### src/rtl/cnn_pool_pkg.sv
// Shared definitions for the CNN pooling engine:
// mode codes, FSM state encoding and pixel addressing.
package cnn_pool_pkg;

    localparam logic POOL_MAX = 1'b0;
    localparam logic POOL_AVG = 1'b1;

    typedef enum logic [1:0] {
        IDLE = 2'd0,
        RUN  = 2'd1,
        DONE = 2'd2
    } pool_state_t;

    function automatic int pix_off(int y, int x, int in_w, int data_w);
        return (y * in_w + x) * data_w;
    endfunction

endpackage

### src/rtl/maxpool_param_if.sv
// Frame-in / pooled-frame-out handshake bundle for maxpool_param.
// slave = engine side, master = source/sink side.
interface maxpool_param_if #(
    parameter int DATA_W = 8,
    parameter int IN_H   = 6,
    parameter int IN_W   = 6
);
    localparam int N = (IN_H / 2) * (IN_W / 2);

    logic                         pool_valid_i;
    logic                         pool_ready_o;
    logic                         pool_mode_i;
    logic [IN_H*IN_W*DATA_W-1:0]  pool_input;
    logic                         pool_valid_o;
    logic                         pool_ready_i;
    logic [N*DATA_W-1:0]          pool_output;
    logic                         pool_busy_o;

    modport slave (
        input  pool_valid_i, pool_mode_i, pool_input, pool_ready_i,
        output pool_ready_o, pool_valid_o, pool_output, pool_busy_o
    );

    modport master (
        output pool_valid_i, pool_mode_i, pool_input, pool_ready_i,
        input  pool_ready_o, pool_valid_o, pool_output, pool_busy_o
    );

endinterface

### src/rtl/pool_reduce4.sv
// Pipeline stages 2-3: pair reduction registered, final
// reduction combinational so the top writes the slot next edge.
module pool_reduce4
    import cnn_pool_pkg::*;
#(
    parameter int DATA_W = 8,
    parameter int SIGNED = 0
) (
    input  logic                   clk,
    input  logic                   rst,
    input  logic                   in_valid,
    input  logic                   mode,
    input  logic [3:0][DATA_W-1:0] px,
    output logic                   out_valid,
    output logic [DATA_W-1:0]      out_data
);

    localparam int EW = DATA_W + 1;
    localparam int SW = DATA_W + 2;

    logic          s2_v_q, s2_v_d;
    logic          s2_mode_q, s2_mode_d;
    logic [EW-1:0] s2_x_q, s2_x_d;
    logic [EW-1:0] s2_y_q, s2_y_d;
    logic [EW-1:0] e0, e1, e2, e3, mx;
    logic [SW-1:0] sum;

    function automatic logic [EW-1:0] ext1(logic [DATA_W-1:0] v);
        return (SIGNED != 0) ? {v[DATA_W-1], v} : {1'b0, v};
    endfunction

    function automatic logic [SW-1:0] ext2(logic [EW-1:0] v);
        return (SIGNED != 0) ? {v[EW-1], v} : {1'b0, v};
    endfunction

    // Sign-extension preserves ordering, so one compare serves both stages.
    function automatic logic gt(logic [EW-1:0] a, logic [EW-1:0] b);
        if (SIGNED != 0) return $signed(a) > $signed(b);
        return a > b;
    endfunction

    // Stage 2: reduce (p0,p1) and (p2,p3); hold while no window arrives.
    always_comb begin
        s2_v_d    = in_valid;
        s2_mode_d = s2_mode_q;
        s2_x_d    = s2_x_q;
        s2_y_d    = s2_y_q;
        e0        = ext1(px[0]);
        e1        = ext1(px[1]);
        e2        = ext1(px[2]);
        e3        = ext1(px[3]);
        if (in_valid) begin
            s2_mode_d = mode;
            if (mode == POOL_AVG) begin
                s2_x_d = e0 + e1;
                s2_y_d = e2 + e3;
            end else begin
                s2_x_d = gt(e0, e1) ? e0 : e1;
                s2_y_d = gt(e2, e3) ? e2 : e3;
            end
        end
    end

    // Stage 2 registers.
    always_ff @(posedge clk or posedge rst) begin
        if (rst) begin
            s2_v_q    <= 1'b0;
            s2_mode_q <= POOL_MAX;
            s2_x_q    <= '0;
            s2_y_q    <= '0;
        end else begin
            s2_v_q    <= s2_v_d;
            s2_mode_q <= s2_mode_d;
            s2_x_q    <= s2_x_d;
            s2_y_q    <= s2_y_d;
        end
    end

    // Stage 3: final max, or 4-way sum floored by 4 (low DATA_W bits).
    always_comb begin
        sum       = ext2(s2_x_q) + ext2(s2_y_q);
        mx        = gt(s2_x_q, s2_y_q) ? s2_x_q : s2_y_q;
        out_valid = s2_v_q;
        if (s2_mode_q == POOL_AVG) out_data = DATA_W'(sum >> 2);
        else                       out_data = DATA_W'(mx);
    end

endmodule

### src/rtl/maxpool_param.sv
// 2x2/stride-2 pooling engine: frame latch, FSM, window walk,
// stage 1 fetch and output slot write around pool_reduce4.
module maxpool_param
    import cnn_pool_pkg::*;
#(
    parameter int DATA_W = 8,
    parameter int IN_H   = 6,
    parameter int IN_W   = 6,
    parameter int SIGNED = 0
) (
    input  logic            clk,
    input  logic            rst,
    maxpool_param_if.slave  bus
);

    localparam int OUT_W = IN_W / 2;
    localparam int N     = (IN_H / 2) * OUT_W;
    localparam int CNT_W = $clog2(N) + 1;
    localparam int FW    = IN_H * IN_W * DATA_W;
    localparam int OW    = N * DATA_W;

    localparam logic [CNT_W-1:0] N_C      = CNT_W'(N);
    localparam logic [CNT_W-1:0] LAST_C   = CNT_W'(N - 1);
    localparam logic [CNT_W-1:0] COL_LAST = CNT_W'(OUT_W - 1);
    localparam logic [OW-1:0]    SLOT_M   = OW'({DATA_W{1'b1}});

    pool_state_t             state_q, state_d;
    logic [CNT_W-1:0]        idx_q, idx_d;
    logic [CNT_W-1:0]        row_q, row_d;
    logic [CNT_W-1:0]        col_q, col_d;
    logic [CNT_W-1:0]        wr_q, wr_d;
    logic                    mode_q, mode_d;
    logic [FW-1:0]           frame_q, frame_d;
    logic                    s1_v_q, s1_v_d;
    logic [3:0][DATA_W-1:0]  s1_px_q, s1_px_d;
    logic [OW-1:0]           out_q, out_d;
    logic                    ready, accept, fetch;
    logic                    r_valid;
    logic [DATA_W-1:0]       r_data;
    int                      y0, x0, sh;

    pool_reduce4 #(
        .DATA_W (DATA_W),
        .SIGNED (SIGNED)
    ) u_reduce (
        .clk       (clk),
        .rst       (rst),
        .in_valid  (s1_v_q),
        .mode      (mode_q),
        .px        (s1_px_q),
        .out_valid (r_valid),
        .out_data  (r_data)
    );

    // FSM next state, frame latch, window walk and slot write.
    always_comb begin
        state_d = state_q;
        idx_d   = idx_q;
        row_d   = row_q;
        col_d   = col_q;
        wr_d    = wr_q;
        mode_d  = mode_q;
        frame_d = frame_q;
        s1_px_d = s1_px_q;
        out_d   = out_q;
        ready   = (state_q == IDLE) ||
                  (state_q == DONE && bus.pool_ready_i);
        accept  = bus.pool_valid_i && ready;
        fetch   = (state_q == RUN) && (idx_q < N_C);
        s1_v_d  = fetch;
        y0      = 2 * int'(row_q);
        x0      = 2 * int'(col_q);
        sh      = int'(wr_q) * DATA_W;

        unique case (state_q)
            IDLE:    if (accept) state_d = RUN;
            RUN:     if (r_valid && wr_q == LAST_C) state_d = DONE;
            DONE:    if (bus.pool_ready_i) state_d = accept ? RUN : IDLE;
            default: state_d = IDLE;
        endcase

        if (accept) begin
            frame_d = bus.pool_input;
            mode_d  = bus.pool_mode_i;
            idx_d   = '0;
            row_d   = '0;
            col_d   = '0;
            wr_d    = '0;
        end

        if (fetch) begin
            s1_px_d[0] = DATA_W'(frame_q >> pix_off(y0,     x0,     IN_W, DATA_W));
            s1_px_d[1] = DATA_W'(frame_q >> pix_off(y0,     x0 + 1, IN_W, DATA_W));
            s1_px_d[2] = DATA_W'(frame_q >> pix_off(y0 + 1, x0,     IN_W, DATA_W));
            s1_px_d[3] = DATA_W'(frame_q >> pix_off(y0 + 1, x0 + 1, IN_W, DATA_W));
            idx_d = idx_q + 1'b1;
            if (col_q == COL_LAST) begin
                col_d = '0;
                row_d = row_q + 1'b1;
            end else begin
                col_d = col_q + 1'b1;
            end
        end

        if (r_valid) begin
            out_d = (out_q & ~(SLOT_M << sh)) | (OW'(r_data) << sh);
            wr_d  = wr_q + 1'b1;
        end
    end

    // State, counters, latched frame, stage 1 and output slots.
    always_ff @(posedge clk or posedge rst) begin
        if (rst) begin
            state_q <= IDLE;
            idx_q   <= '0;
            row_q   <= '0;
            col_q   <= '0;
            wr_q    <= '0;
            mode_q  <= POOL_MAX;
            frame_q <= '0;
            s1_v_q  <= 1'b0;
            s1_px_q <= '0;
            out_q   <= '0;
        end else begin
            state_q <= state_d;
            idx_q   <= idx_d;
            row_q   <= row_d;
            col_q   <= col_d;
            wr_q    <= wr_d;
            mode_q  <= mode_d;
            frame_q <= frame_d;
            s1_v_q  <= s1_v_d;
            s1_px_q <= s1_px_d;
            out_q   <= out_d;
        end
    end

    assign bus.pool_ready_o = ready;
    assign bus.pool_valid_o = (state_q == DONE);
    assign bus.pool_busy_o  = (state_q == RUN);
    assign bus.pool_output  = out_q;

endmodule

### src/flat_wrapper.sv
// flat-port wrapper written by rule: the top's interface ports become plain ports
module maxpool_param_flat import cnn_pool_pkg::*;
#(
    parameter int DATA_W = 8,
    parameter int IN_H   = 6,
    parameter int IN_W   = 6,
    parameter int SIGNED = 0
)
  (clk, rst, bus_pool_valid_i, bus_pool_mode_i, bus_pool_input, bus_pool_ready_i, bus_pool_ready_o, bus_pool_valid_o, bus_pool_output, bus_pool_busy_o);
  maxpool_param_if #(.DATA_W(DATA_W), .IN_H(IN_H), .IN_W(IN_W)) bus_i ();
  input  logic clk;
  input  logic rst;
  input wire logic [$bits(bus_i.pool_valid_i)-1:0] bus_pool_valid_i;
  input wire logic [$bits(bus_i.pool_mode_i)-1:0] bus_pool_mode_i;
  input wire logic [$bits(bus_i.pool_input)-1:0] bus_pool_input;
  input wire logic [$bits(bus_i.pool_ready_i)-1:0] bus_pool_ready_i;
  output wire logic [$bits(bus_i.pool_ready_o)-1:0] bus_pool_ready_o;
  output wire logic [$bits(bus_i.pool_valid_o)-1:0] bus_pool_valid_o;
  output wire logic [$bits(bus_i.pool_output)-1:0] bus_pool_output;
  output wire logic [$bits(bus_i.pool_busy_o)-1:0] bus_pool_busy_o;
  assign bus_i.pool_valid_i = bus_pool_valid_i;
  assign bus_i.pool_mode_i = bus_pool_mode_i;
  assign bus_i.pool_input = bus_pool_input;
  assign bus_i.pool_ready_i = bus_pool_ready_i;
  assign bus_pool_ready_o = bus_i.pool_ready_o;
  assign bus_pool_valid_o = bus_i.pool_valid_o;
  assign bus_pool_output = bus_i.pool_output;
  assign bus_pool_busy_o = bus_i.pool_busy_o;
  maxpool_param #(.DATA_W(DATA_W), .IN_H(IN_H), .IN_W(IN_W), .SIGNED(SIGNED)) u_core (.clk(clk), .rst(rst), .bus(bus_i));
endmodule
### config.mk
export PLATFORM = sky130hd
export DESIGN_NAME = maxpool_param_flat
export DESIGN_NICKNAME = d
export VERILOG_FILES = /design/src/rtl/cnn_pool_pkg.sv /design/src/rtl/maxpool_param_if.sv /design/src/rtl/pool_reduce4.sv /design/src/rtl/maxpool_param.sv /design/src/flat_wrapper.sv
export SDC_FILE = /design/constraint.sdc
export NUM_CORES = 1
export LEC_CHECK = 0
export BUFFER_PORTS_ARGS = -buffer_cell sky130_fd_sc_hd__buf_2
export CORE_AREA = 2 2 222 224
export DETAILED_ROUTE_END_ITERATION = 8
export DIE_AREA = 0 0 224 226
export GPL_TIMING_DRIVEN = 0
export PLACE_DENSITY = 0.71
export SLEW_MARGIN = 40
export SYNTH_ARGS = -nofsm -noshare
export SYNTH_HDL_FRONTEND = slang
export SYNTH_SLANG_ARGS = --single-unit
### constraint.sdc
create_clock -name clk -period 33.1 [get_ports clk]
set_input_delay 3.31 -clock clk [delete_from_list [all_inputs] [get_ports clk]]
set_output_delay 3.31 -clock clk [all_outputs]
set_load 0.02 [all_outputs]
==> reports/qor.csv <==
metric;value;unit
clk slew on worst S/H paths;60;ps
Core Region;48340;sq um
Flop pwr share;0.259;
pin count of the biggest net entering global routing;84;
Comb pwr share;0.595;
I/O pin cnt;368;
antenna violations before repair;0;
CP max stage cell;nor2b_1;
first-pass GRT wire length;121900;microns
Initial Utilization;0.4924;
clock share of power;0.146;
Num CTS Buffers;49;
clk sinks;436;
max-cap violation count;0;
CP Capture Type;output pin;
# nets final;3206;
R2R depth;14;
Routed Antenna Nets;0;
Max Fclk;139.0;MHz
Sw Ratio;0.4629;
global-route usage over all layers;0.3211;
Via density;5.949;
Clock Skew;32.33;ps
CP peak stage delay;200;ps
H-tree depth;2;
largest area contributor in the netlist;dfrtp_1;
P&R area growth vs syn;18.88;%
critical path class;in -> out;
unrepaired setup endpoints after global routing;no;
hpwl dp;63330;microns
CTS max path bufs;3;
hold path cells;0;
Min Clock Period, post-route;7194;ps
max-slew violation count;0;
Top cell by count, worst path;buf_2;
First DRT Iteration DRCs;2085;
grt met3 use;0.05386;
antenna fix cells;0;
Die ar.;50620;sq um
most crowded layer after global routing;met2;
IO buf count;367;
gpl congestion;0.9812;
R2R setup slack;27310;ps
top-count cell post-synth;nand2_1;
via count;20750;
CTS tree;done;
GRT overflow;0;
Leakage;0.01423;uW
Hold Slack;463.2;ps
Rel. slew slack;0.4116;
CP arrival;3880;ps
Synth Register Bits;436;
FFs w/ async S/R, synth;1.000;
Setup TNS;0;ps
drt wl/cell;23.34;microns
Site Rows;81;
Unique masters post-synth;67;
Final setup viols;0;
drt drc;0;
Mapped Cells;2404;
syn nets;2782;
critical-path maximum fanout;3;
global routing usage on met2;0.5221;
GR met1 Demand/Resource;0.4149;
Post-synth EDFFs;0;
vias in the first global route;20360;
PwrDens;138.0;nW/um^2
CP startpoint kind;primary input;
DR pass1 iterations;5;
# hold bufs at CTS;0;
share of layout cells above drive strength 1;0.2278;
Net Sw Power;1808;uW
root buffer cell;clkbuf_16;
Die Wd;224;microns
cell types occupying the most area after synthesis;dfrtp_1 (46%), nand2_1 (15%), mux4_2 (13%), ha_1 (4.0%), mux2i_1 (4.0%);
Final Hold Viols;0;
Hold Path Class;reg -> reg;
Int Pwr;2097;uW
Cell Area, Synth;23800;sq um
buffer count from post-CTS setup fixing;0;
Critical Path RT;29790;ps
later-pin clock latency in the skew report;610;ps
sequential area share after synthesis;0.4584;
synth cell count leaders;nand2_1 (967), dfrtp_1 (436), mux4_2 (135);
Ys Warns;0;
Yosys top cell area share;0.4584;
final wirelength;81410;microns
Peak VDD IR;0.07564;mV
top_reg_cell synth;dfrtp_1;
Slew @ Worst Pin;882.6;ps
critical path cell sequence;buf_2 -> nand2b_1 -> nor2b_1 -> buf_2;
Tcrit/Tclk final;0.2173;
Post-Syn Area per Cell;9.901;sq um
post-cts resize count;0;
DIE HEIGHT;226;microns
outcome;finished clean;
[per-layer routing]
layer / vias up / wire, microns
li1: 9128 / -
met1: 10310 / 31490
met2: 1073 / 38830
met3: 235 / 6327
met4: 0 / 4769
met5: - / 0
[sequential cells by signal (all words and copies together) (netlist names)]
name and flops:
u_core.bus.pool_output 72, u_core.mode_q 1, u_core.frame_q 288, u_core.u_reduce.s2_y_q 9, u_core.state_q 2, u_core.u_reduce.s2_mode_q 1, u_core.s1_px_q 32, u_core.row_q 5
u_core.col_q 5, u_core.u_reduce.out_valid 1, u_core.s1_v_q 1, u_core.u_reduce.s2_x_q 9, u_core.wr_q 5, u_core.idx_q 5
[through the flow]
stage,cells,total power [uW],utilization,cell area (sq um),setup slack (ps)
3_3_place_gp,3393,3211,0.5464,26420,13220
6_report,3488,3905,0.5853,28290,25910
3_5_place_dp,3399,3267,0.5504,26610,25910
2_1_floorplan,2404,2507,-,23800,17640
5_1_grt,3488,4080,0.5853,28290,25820
4_1_cts,3488,3849,0.5850,28280,25910
[path summary, 6_finish.rpt]
path | from | endpoint
max | bus_pool_ready_i | bus_pool_ready_o
min | u_core.s1_v_q | u_core.u_reduce.out_valid
max reg2reg | u_core.col_q[0] | u_core.s1_px_q[26]
min reg2reg | u_core.s1_v_q | u_core.u_reduce.out_valid
max in group asynchronous | rst | u_core.frame_q[266]
min in group asynchronous | rst | u_core.frame_q[198]
[cells in the final DEF (no fill, tap or decap), types with 5 or more instances in the layout]
cell type and count:
o2111ai_1 6, o21ai_0 46, a21oi_1 30, a21o_1 9, nor2_1 43, buf_2 389
bufinv_16 5, clkbuf_16 51, o31ai_1 26, xnor2_1 17, nand4_1 5, a22o_1 36
o21a_1 5, mux2_2 24, nand3_1 32, o221ai_1 31, nand3b_1 8, a2bb2oi_1 16
a32o_1 10, clkinv_2 11, fa_1 8, inv_1 82, clkbuf_8 8, mux4_2 135
buf_16 6, o21ai_1 5, nor3_1 17, clkbuf_1 109, nand2b_1 11, ha_1 77
nand2_1 967, buf_1 8, a31oi_1 10, o21bai_1 7, nor2b_1 11, mux2i_1 96
dfrtp_1 436
[critical path, delay by kind of cell]
kind                   cells  cell delay, ps
AND/OR/NAND/NOR            2             300
buffers and inverters      2             280
[final cells by class]
class	count	area, sq um
buffer	135	554.3
clock buffer	67	1416
clock inverter	22	252.7
fill	4126	20050
inverter	84	335.3
multi-input combinational	1749	12050
sequential	436	10910
tap	622	778.2
timing repair buffer	373	2002
[cell families (layout without fill, tap and decap cells)]
logic type,after synthesis,in the layout,synth area share
XOR/XNOR,20,20,0.007360
adder cells (fa/ha/maj),85,85,0.04721
multiplexers,255,255,0.1795
AO/OA/AOI/OAI,269,269,0.08316
flip-flops,436,436,0.4584
buffers and inverters,219,681,0.03701
AND/OR/NAND/NOR,1120,1120,0.1874
[power groups by stage]
| stage | logic, uW | clock network [uW] | registers [uW] |
|---|---|---|---|
| after floorplan | 1540 | 0 | 964 |
| after global placement | 2220 | 0 | 990 |
| after detailed placement | 2260 | 0 | 1010 |
| after CTS | 2270 | 575 | 1000 |
| after global routing | 2450 | 596 | 1030 |
| final | 2320 | 571 | 1010 |
Power figures use the tool's default switching activity.
